--- src/rtl/control_multiciclo.sv ---
// Multi-cycle MIPS32 main control: FETCH/DECODE/EXEC/MEM/WB sequencing, 3-5 cycles per instruction.
// Holds in FETCH, MEMRD and MEMWR while mem_ready is low; illegal opcodes park in TRAP until rst.
module control_multiciclo #(
  parameter int SIZEOP      = 6,
  parameter int SIZE_ALU_OP = 2,
  parameter int SIZE_EST    = 4
) (
  input  logic                   clk,
  input  logic                   rst,
  input  logic [SIZEOP-1:0]      opcode,
  input  logic                   mem_ready,
  output logic                   PCWrite,
  output logic                   PCWriteCond,
  output logic                   IorD,
  output logic                   MemRead,
  output logic                   MemWrite,
  output logic                   MemtoReg,
  output logic                   IRWrite,
  output logic                   ALUSrcA,
  output logic                   RegWrite,
  output logic                   RegDst,
  output logic [1:0]             PCSource,
  output logic [1:0]             ALUSrcB,
  output logic [SIZE_ALU_OP-1:0] AluOP,
  output logic [SIZE_EST-1:0]    estado,
  output logic                   fin_instr,
  output logic                   ilegal
);

  localparam logic [SIZE_EST-1:0] S_FETCH    = SIZE_EST'(0);
  localparam logic [SIZE_EST-1:0] S_DECODE   = SIZE_EST'(1);
  localparam logic [SIZE_EST-1:0] S_MEMADR   = SIZE_EST'(2);
  localparam logic [SIZE_EST-1:0] S_MEMRD    = SIZE_EST'(3);
  localparam logic [SIZE_EST-1:0] S_MEMWB    = SIZE_EST'(4);
  localparam logic [SIZE_EST-1:0] S_MEMWR    = SIZE_EST'(5);
  localparam logic [SIZE_EST-1:0] S_EXEC     = SIZE_EST'(6);
  localparam logic [SIZE_EST-1:0] S_RTYPE_WB = SIZE_EST'(7);
  localparam logic [SIZE_EST-1:0] S_BRANCH   = SIZE_EST'(8);
  localparam logic [SIZE_EST-1:0] S_JUMP     = SIZE_EST'(9);
  localparam logic [SIZE_EST-1:0] S_ADDI_EX  = SIZE_EST'(10);
  localparam logic [SIZE_EST-1:0] S_ADDI_WB  = SIZE_EST'(11);
  localparam logic [SIZE_EST-1:0] S_TRAP     = SIZE_EST'(12);

  localparam logic [SIZEOP-1:0] OP_RTYPE = SIZEOP'(6'b000000);
  localparam logic [SIZEOP-1:0] OP_LW    = SIZEOP'(6'b100011);
  localparam logic [SIZEOP-1:0] OP_SW    = SIZEOP'(6'b101011);
  localparam logic [SIZEOP-1:0] OP_BEQ   = SIZEOP'(6'b000100);
  localparam logic [SIZEOP-1:0] OP_J     = SIZEOP'(6'b000010);
  localparam logic [SIZEOP-1:0] OP_ADDI  = SIZEOP'(6'b001000);

  localparam logic [SIZE_ALU_OP-1:0] ALU_ADD   = SIZE_ALU_OP'(2'b00);
  localparam logic [SIZE_ALU_OP-1:0] ALU_SUB   = SIZE_ALU_OP'(2'b01);
  localparam logic [SIZE_ALU_OP-1:0] ALU_FUNCT = SIZE_ALU_OP'(2'b10);

  logic [SIZE_EST-1:0] state_q;
  logic [SIZE_EST-1:0] state_d;

  always_ff @(posedge clk or posedge rst) begin
    if (rst) state_q <= S_FETCH;
    else     state_q <= state_d;
  end

  always_comb begin
    state_d = state_q;
    case (state_q)
      S_FETCH:    if (mem_ready) state_d = S_DECODE;
      S_DECODE: begin
        case (opcode)
          OP_LW, OP_SW: state_d = S_MEMADR;
          OP_RTYPE:     state_d = S_EXEC;
          OP_BEQ:       state_d = S_BRANCH;
          OP_J:         state_d = S_JUMP;
          OP_ADDI:      state_d = S_ADDI_EX;
          default:      state_d = S_TRAP;
        endcase
      end
      // opcode is held by the IR, so only lw/sw can be seen here
      S_MEMADR: begin
        if (opcode == OP_LW)      state_d = S_MEMRD;
        else if (opcode == OP_SW) state_d = S_MEMWR;
        else                      state_d = S_TRAP;
      end
      S_MEMRD:    if (mem_ready) state_d = S_MEMWB;
      S_MEMWB:    state_d = S_FETCH;
      S_MEMWR:    if (mem_ready) state_d = S_FETCH;
      S_EXEC:     state_d = S_RTYPE_WB;
      S_RTYPE_WB: state_d = S_FETCH;
      S_BRANCH:   state_d = S_FETCH;
      S_JUMP:     state_d = S_FETCH;
      S_ADDI_EX:  state_d = S_ADDI_WB;
      S_ADDI_WB:  state_d = S_FETCH;
      default:    state_d = S_TRAP;
    endcase
  end

  // rst gates every output so nothing (not even the mem_ready-gated FETCH strobes) leaks during reset
  always_comb begin
    PCWrite     = 1'b0;
    PCWriteCond = 1'b0;
    IorD        = 1'b0;
    MemRead     = 1'b0;
    MemWrite    = 1'b0;
    MemtoReg    = 1'b0;
    IRWrite     = 1'b0;
    ALUSrcA     = 1'b0;
    RegWrite    = 1'b0;
    RegDst      = 1'b0;
    PCSource    = 2'b00;
    ALUSrcB     = 2'b00;
    AluOP       = ALU_ADD;
    fin_instr   = 1'b0;
    ilegal      = 1'b0;
    estado      = '0;
    if (!rst) begin
      estado = state_q;
      case (state_q)
        S_FETCH: begin
          MemRead = 1'b1;
          ALUSrcB = 2'b01;
          IRWrite = mem_ready;
          PCWrite = mem_ready;
        end
        S_DECODE:   ALUSrcB = 2'b11;
        S_MEMADR, S_ADDI_EX: begin
          ALUSrcA = 1'b1;
          ALUSrcB = 2'b10;
        end
        S_MEMRD: begin
          MemRead = 1'b1;
          IorD    = 1'b1;
        end
        S_MEMWB: begin
          RegWrite  = 1'b1;
          MemtoReg  = 1'b1;
          fin_instr = 1'b1;
        end
        S_MEMWR: begin
          MemWrite  = 1'b1;
          IorD      = 1'b1;
          fin_instr = mem_ready;
        end
        S_EXEC: begin
          ALUSrcA = 1'b1;
          AluOP   = ALU_FUNCT;
        end
        S_RTYPE_WB: begin
          RegWrite  = 1'b1;
          RegDst    = 1'b1;
          fin_instr = 1'b1;
        end
        S_BRANCH: begin
          ALUSrcA     = 1'b1;
          AluOP       = ALU_SUB;
          PCWriteCond = 1'b1;
          PCSource    = 2'b01;
          fin_instr   = 1'b1;
        end
        S_JUMP: begin
          PCWrite   = 1'b1;
          PCSource  = 2'b10;
          fin_instr = 1'b1;
        end
        S_ADDI_WB: begin
          RegWrite  = 1'b1;
          fin_instr = 1'b1;
        end
        S_TRAP:     ilegal = 1'b1;
        default: ;
      endcase
    end
  end

endmodule

--- config.mk ---
export PLATFORM = sky130hd
export DESIGN_NAME = control_multiciclo
export DESIGN_NICKNAME = d
export VERILOG_FILES = /design/src/rtl/control_multiciclo.sv
export SDC_FILE = /design/constraint.sdc
export NUM_CORES = 1
export LEC_CHECK = 0
export CAP_MARGIN = 20
export CORE_MARGIN = 5
export CORE_UTILIZATION = 30
export DETAILED_ROUTE_END_ITERATION = 16
export SLEW_MARGIN = 30
export SYNTH_ARGS = -nofsm -noshare
export SYNTH_HDL_FRONTEND = slang
export SYNTH_SLANG_ARGS = --single-unit
--- constraint.sdc ---
create_clock -name clk -period 3.15 [get_ports clk]
set_clock_uncertainty 0.05 [all_clocks]
set_input_delay 0.315 -clock clk [delete_from_list [all_inputs] [get_ports clk]]
set_output_delay 0.315 -clock clk [all_outputs]
set_load 0.02 [all_outputs]
# Word-level counts from Yosys, hierarchy flattened
# Index checks and enable logic that the tools add are counted.
dict set report word_totals {
  register_bits 4
  out_inout_bits 22
}
dict set report classes {
  n_eq_ne 20
  mux 38
  n_reduce_logical 10
}
# operator n
set op_table {}
lappend op_table {{one-hot mux 4 bit (8 select lines)} 1}
lappend op_table {{two-way mux 4 bit} 6}
lappend op_table {{two-way mux 1 bit} 22}
lappend op_table {{equality test 4 bit (second input constant)} 5}
lappend op_table {{one-hot mux 4 bit (5 select lines)} 1}
lappend op_table {{equality test 4 x 3 -> 1 bit (second input constant)} 4}
lappend op_table {{equality test 6 bit (second input constant)} 2}
lappend op_table {{equality test 4 x 2 -> 1 bit (second input constant)} 2}
lappend op_table {{one-hot mux 2 bit (2 select lines)} 2}
lappend op_table {{OR reduction 2 bit} 4}
lappend op_table {{equality test 6 x 2 -> 1 bit (second input constant)} 1}
lappend op_table {{equality test 6 x 3 -> 1 bit (second input constant)} 1}
lappend op_table {{equality test 6 x 4 -> 1 bit (second input constant)} 1}
lappend op_table {{logical NOT 6 bit} 1}
lappend op_table {{two-way mux 2 bit} 3}
lappend op_table {{!= test 2 bit (second input constant)} 3}
lappend op_table {{one-hot mux 2 bit (3 select lines)} 1}
lappend op_table {{OR reduction 5 bit} 1}
lappend op_table {{equality test 4 x 1 -> 1 bit (second input constant)} 1}
lappend op_table {{logical NOT 4 bit} 1}
lappend op_table {{one-hot mux 1 bit (2 select lines)} 2}
lappend op_table {{OR reduction 4 bit} 1}
lappend op_table {{AND reduction 3 bit} 1}
lappend op_table {{OR reduction 3 bit} 1}

# Logic depth before layout (Yosys ltp)
dict set report logic_depth {
  word_depth 4
  ltp_mapped 5
  ltp_nobuf 4
}

# Least setup slack after synthesis
# Ideal clock, no wire load.
dict set report synth_timing {
  path_type {reg-to-output}
  start {reg state_q[3]}
  end {out ALUSrcA}
  t_arrival_ps 1944
  required_ps 2785
  slack_ps 841
  stages_incl_launch_ff 5
  n_path_buf 2
  path_cell_list {dfrtp_1 clkbuf_1 clkbuf_1 nor2_1 a2111oi_0}
}
dict set report synth_via {
  elab_chain_cells 4
}
# element line
set synth_rtl {}
lappend synth_rtl {{start: declaration} 55} ;# logic [SIZE_EST-1:0] state_q;
lappend synth_rtl {{start signal: assignment} 60} ;# else state_q <= state_d;
lappend synth_rtl {{equality test 4 x 2 -> 1 bit, or another cell as far along} 116} ;# case (state_q)
lappend synth_rtl {{OR reduction 4 bit (no line) (*)} --}
lappend synth_rtl {{two-way mux 1 bit (*)} 116}
lappend synth_rtl {{two-way mux 1 bit (*)} 114} ;# if (!rst) begin
lappend synth_rtl {{end: declaration} 19} ;# output logic ALUSrcA,
# Mark *: on every way between the ends. The rest lies on a longest branch, timed or not.

# Worst setup path after layout
dict set report layout_timing {
  start {reg state_q[0]}
  end {out fin_instr}
}
dict set report layout_via {
  elab_chain_cells 4
}
# element line
set layout_rtl {}
lappend layout_rtl {{equality test 4 bit / equality test 4 x 3 -> 1 bit (equally long branches)} 116}
lappend layout_rtl {{OR reduction 5 bit (no line)} --}
lappend layout_rtl {{one-hot mux 1 bit (2 select lines) (*)} 116}
lappend layout_rtl {{two-way mux 1 bit (*)} 114}
lappend layout_rtl {{end: declaration} 26} ;# output logic fin_instr,
# Marked as above.

==> results_dict.tcl <==
set metrics [dict create \
    outcome "finished clean" \
    regMostFlops "state_q" \
    synthMuxAreaShare_pct 0 \
    synth_top_family_by_area "simple AND/OR/NAND/NOR gates" \
    hold_violations 0 \
    hold_path.class "in2async" \
    avgRoutedWirePerCell_microns 13.5 \
    fin_nets 132 \
    worstSetupStartpointType "register" \
    io_buffers 30 \
    critPathMaxFanout 22 \
    drc 0 \
    wl_met1_microns 865 \
    cts_made_buffers 3 \
    cts_sinks 4 \
    cts_resized 0 \
    synth_fa_ha_area_share_pct 0 \
    drt_pass1_iterations 4 \
    top_layer_used "met3" \
    setup_tns_ps 0 \
    synth_area_sq_um 607 \
    syn_inst 95 \
    cts_tree "built" \
    worstPathRequired_ps 2780 \
    crit_chain "nor2_1 -> a2111oi_0 -> clkdlybuf4s50_1" \
    clk-insertion-delay-late_ps 230 \
    antenna_found_initial 0 \
    vdd_ir_drop_max_mv 0.463 \
    pre_cts_ws_ps 555 \
    die_w_microns 55.0 \
    drive_above_1_share_pct 7.44 \
    grt_pass1_vias 756 \
    async_flop_share_pct 100 \
    drtIter0Drc 21 \
    via_per_inst 5.47 \
    maxSlewViolCount 0 \
    fmax_ghz 0.383 \
    ys.flop_type "dfrtp_1" \
    largest_reg_flops 4 \
    areaGrowthSynthToFinish_pct 54.4 \
    period_share_pct 82.9 \
    grt_first_pass_wirelength_microns 3370 \
    worst_slew_pin_slew_ps 602 \
    wl_met2_microns 984 \
    yosysWarningCount 0 \
    final_common_cell "clkdlybuf4s50_1" \
    synth_nets 104 \
    fillerInstances 214 \
    yosysSeqAreaShare_pct 16.5 \
    setup_viol 0 \
    dpl.hpwl_microns 1530 \
    max_cap_violations 0 \
    avgSynthCellArea_sq_um 6.39 \
    cp.depth 3 \
    crit_path_end_kind "output pin" \
    r2r_cells 4 \
    die_h_microns 55.0 \
    final_cell_mix "clkdlybuf4s50_1 (30), nor2_1 (15), nor3_1 (10)" \
    synth_edf_count 0 \
    grt_usage_pct 15.1 \
    post_cts.repair.setup_buffers 0 \
    ys_seq_elements 4 \
    critPathTopFamily "flip-flops" \
    synth_simple_gate_area_share_pct 42.1 \
    rows 16 \
    timing.slew.headroom_pct 59.9 \
    grt_overflow 0 \
    cts_buffer_depth 2 \
    drtAntennaViolNets 0 \
    yosys.area_share.xor_xnor_pct 4.33 \
    htreeDepth 1 \
    diodes 0 \
    grt_setup_unrepaired "no" \
    start_util_pct 31.3 \
    critPathMaxStageDelay_ps 710 \
    finalCriticalPeriod_ps 2610 \
    reg_top3 "state_q (4)" \
    die_area_sq_mm 0.00302 \
    synth_compound_gate_area_share_pct 27.2 \
    arrival_ps 2240 \
    gp_congestion 0.843 \
    hold_buffers 0 \
    num_vias 810 \
    cts_root_buf "clkbuf_4" \
    cpMaxStageDelayCell "dfrtp_1" \
    met3_length_microns 143 \
    worstPathBufferInverterCount 1 \
    power_density_mw_per_mm2 701 \
    criticalPathCategory "reg2out" \
    clk_pin_slew_ps 40 \
    power.leakage_uw 0.000326 \
    core-area_sq_mm 0.00194 \
    io_pins 31 \
    grt_max_degree 23 \
    setup_slack_ps 540 \
    synth_cell_types 32 \
    wl_microns 1990 \
]
[cells in the mapped netlist, types with 2 or more instances]
| cell | count | area (sq um) |
|---|---|---|
| xnor2_1 | 2 | 17.5 |
| nor2b_1 | 2 | 12.5 |
| o311ai_0 | 4 | 35.0 |
| nand2b_1 | 2 | 12.5 |
| o211ai_1 | 2 | 15.0 |
| buf_2 | 3 | 15.0 |
| o21ai_0 | 4 | 20.0 |
| a21oi_1 | 6 | 30.0 |
| nand2_1 | 8 | 30.0 |
| dfrtp_1 | 4 | 100 |
| inv_1 | 5 | 18.8 |
| clkbuf_1 | 4 | 15.0 |
| nor4_1 | 4 | 25.0 |
| a2111oi_0 | 2 | 17.5 |
| nand3_1 | 3 | 15.0 |
| nor3_1 | 10 | 50.1 |
| nor2_1 | 15 | 56.3 |
[cells by family after synthesis]
kind of cell,count (synthesis)
buf+inv,14
xor+xnor,3
simple gates,50
compound gates,24
flops,4
[final timing paths]
kind	from	end	slack (ps)
setup reg to reg	state_q[0]	state_q[0]	1230
setup / recovery	state_q[0]	fin_instr	540
max in group asynchronous	rst	state_q[3]	2570
min in group clk	state_q[3]	state_q[3]	700
hold / removal	rst	state_q[1]	300
hold reg to reg	state_q[3]	state_q[3]	700
[cell type report]
class	count	area (sq um)	share of cell area, %
sequential	4	100	10.7
tap	27	33.8	3.60
multi-input combinational	77	447	47.7
inverter	5	18.8	2.00
timing repair buffer	32	315	33.6
clock buffer	3	22.5	2.40
[routing by layer]
layer  vias up  global-route usage [%]
met5         -                       0
met4         0                    6.48
met3         0                    1.07
met2        29                    26.2
met1       379                    19.2
li1        402                       -
[report_power, final]
group          leakage, uW  switching, uW  internal [uW]
combinational     0.000260            248            210
sequential       0.0000523           66.7           69.5
clock            0.0000138           19.9           42.6
total             0.000326            335            322
[worst register-to-register path: cells and delay by family, from the launching register on]
| kind | cells | cell delay (ps) |
|---|---|---|
| and+or+nand+nor | 3 | 900 |
| AOI/OAI and AO/OA | 1 | 130 |
| DFF | 1 | 710 |
[per-stage QoR]
step | cell area, sq um | util [%] | std cells | total power, uW | hold WS (ps)
5_1_grt | 937 | 48.3 | 148 | 725 | 314
3_5_place_dp | 915 | 47.1 | 145 | 600 | 534
6_report | 937 | 48.3 | 148 | 657 | 297
3_3_place_gp | 915 | 47.1 | 145 | 598 | 540
2_1_floorplan | 607 | - | 95 | 431 | 252
4_1_cts | 937 | 48.3 | 148 | 667 | 290
No activity file was read; power rests on OpenSTA's default activity.
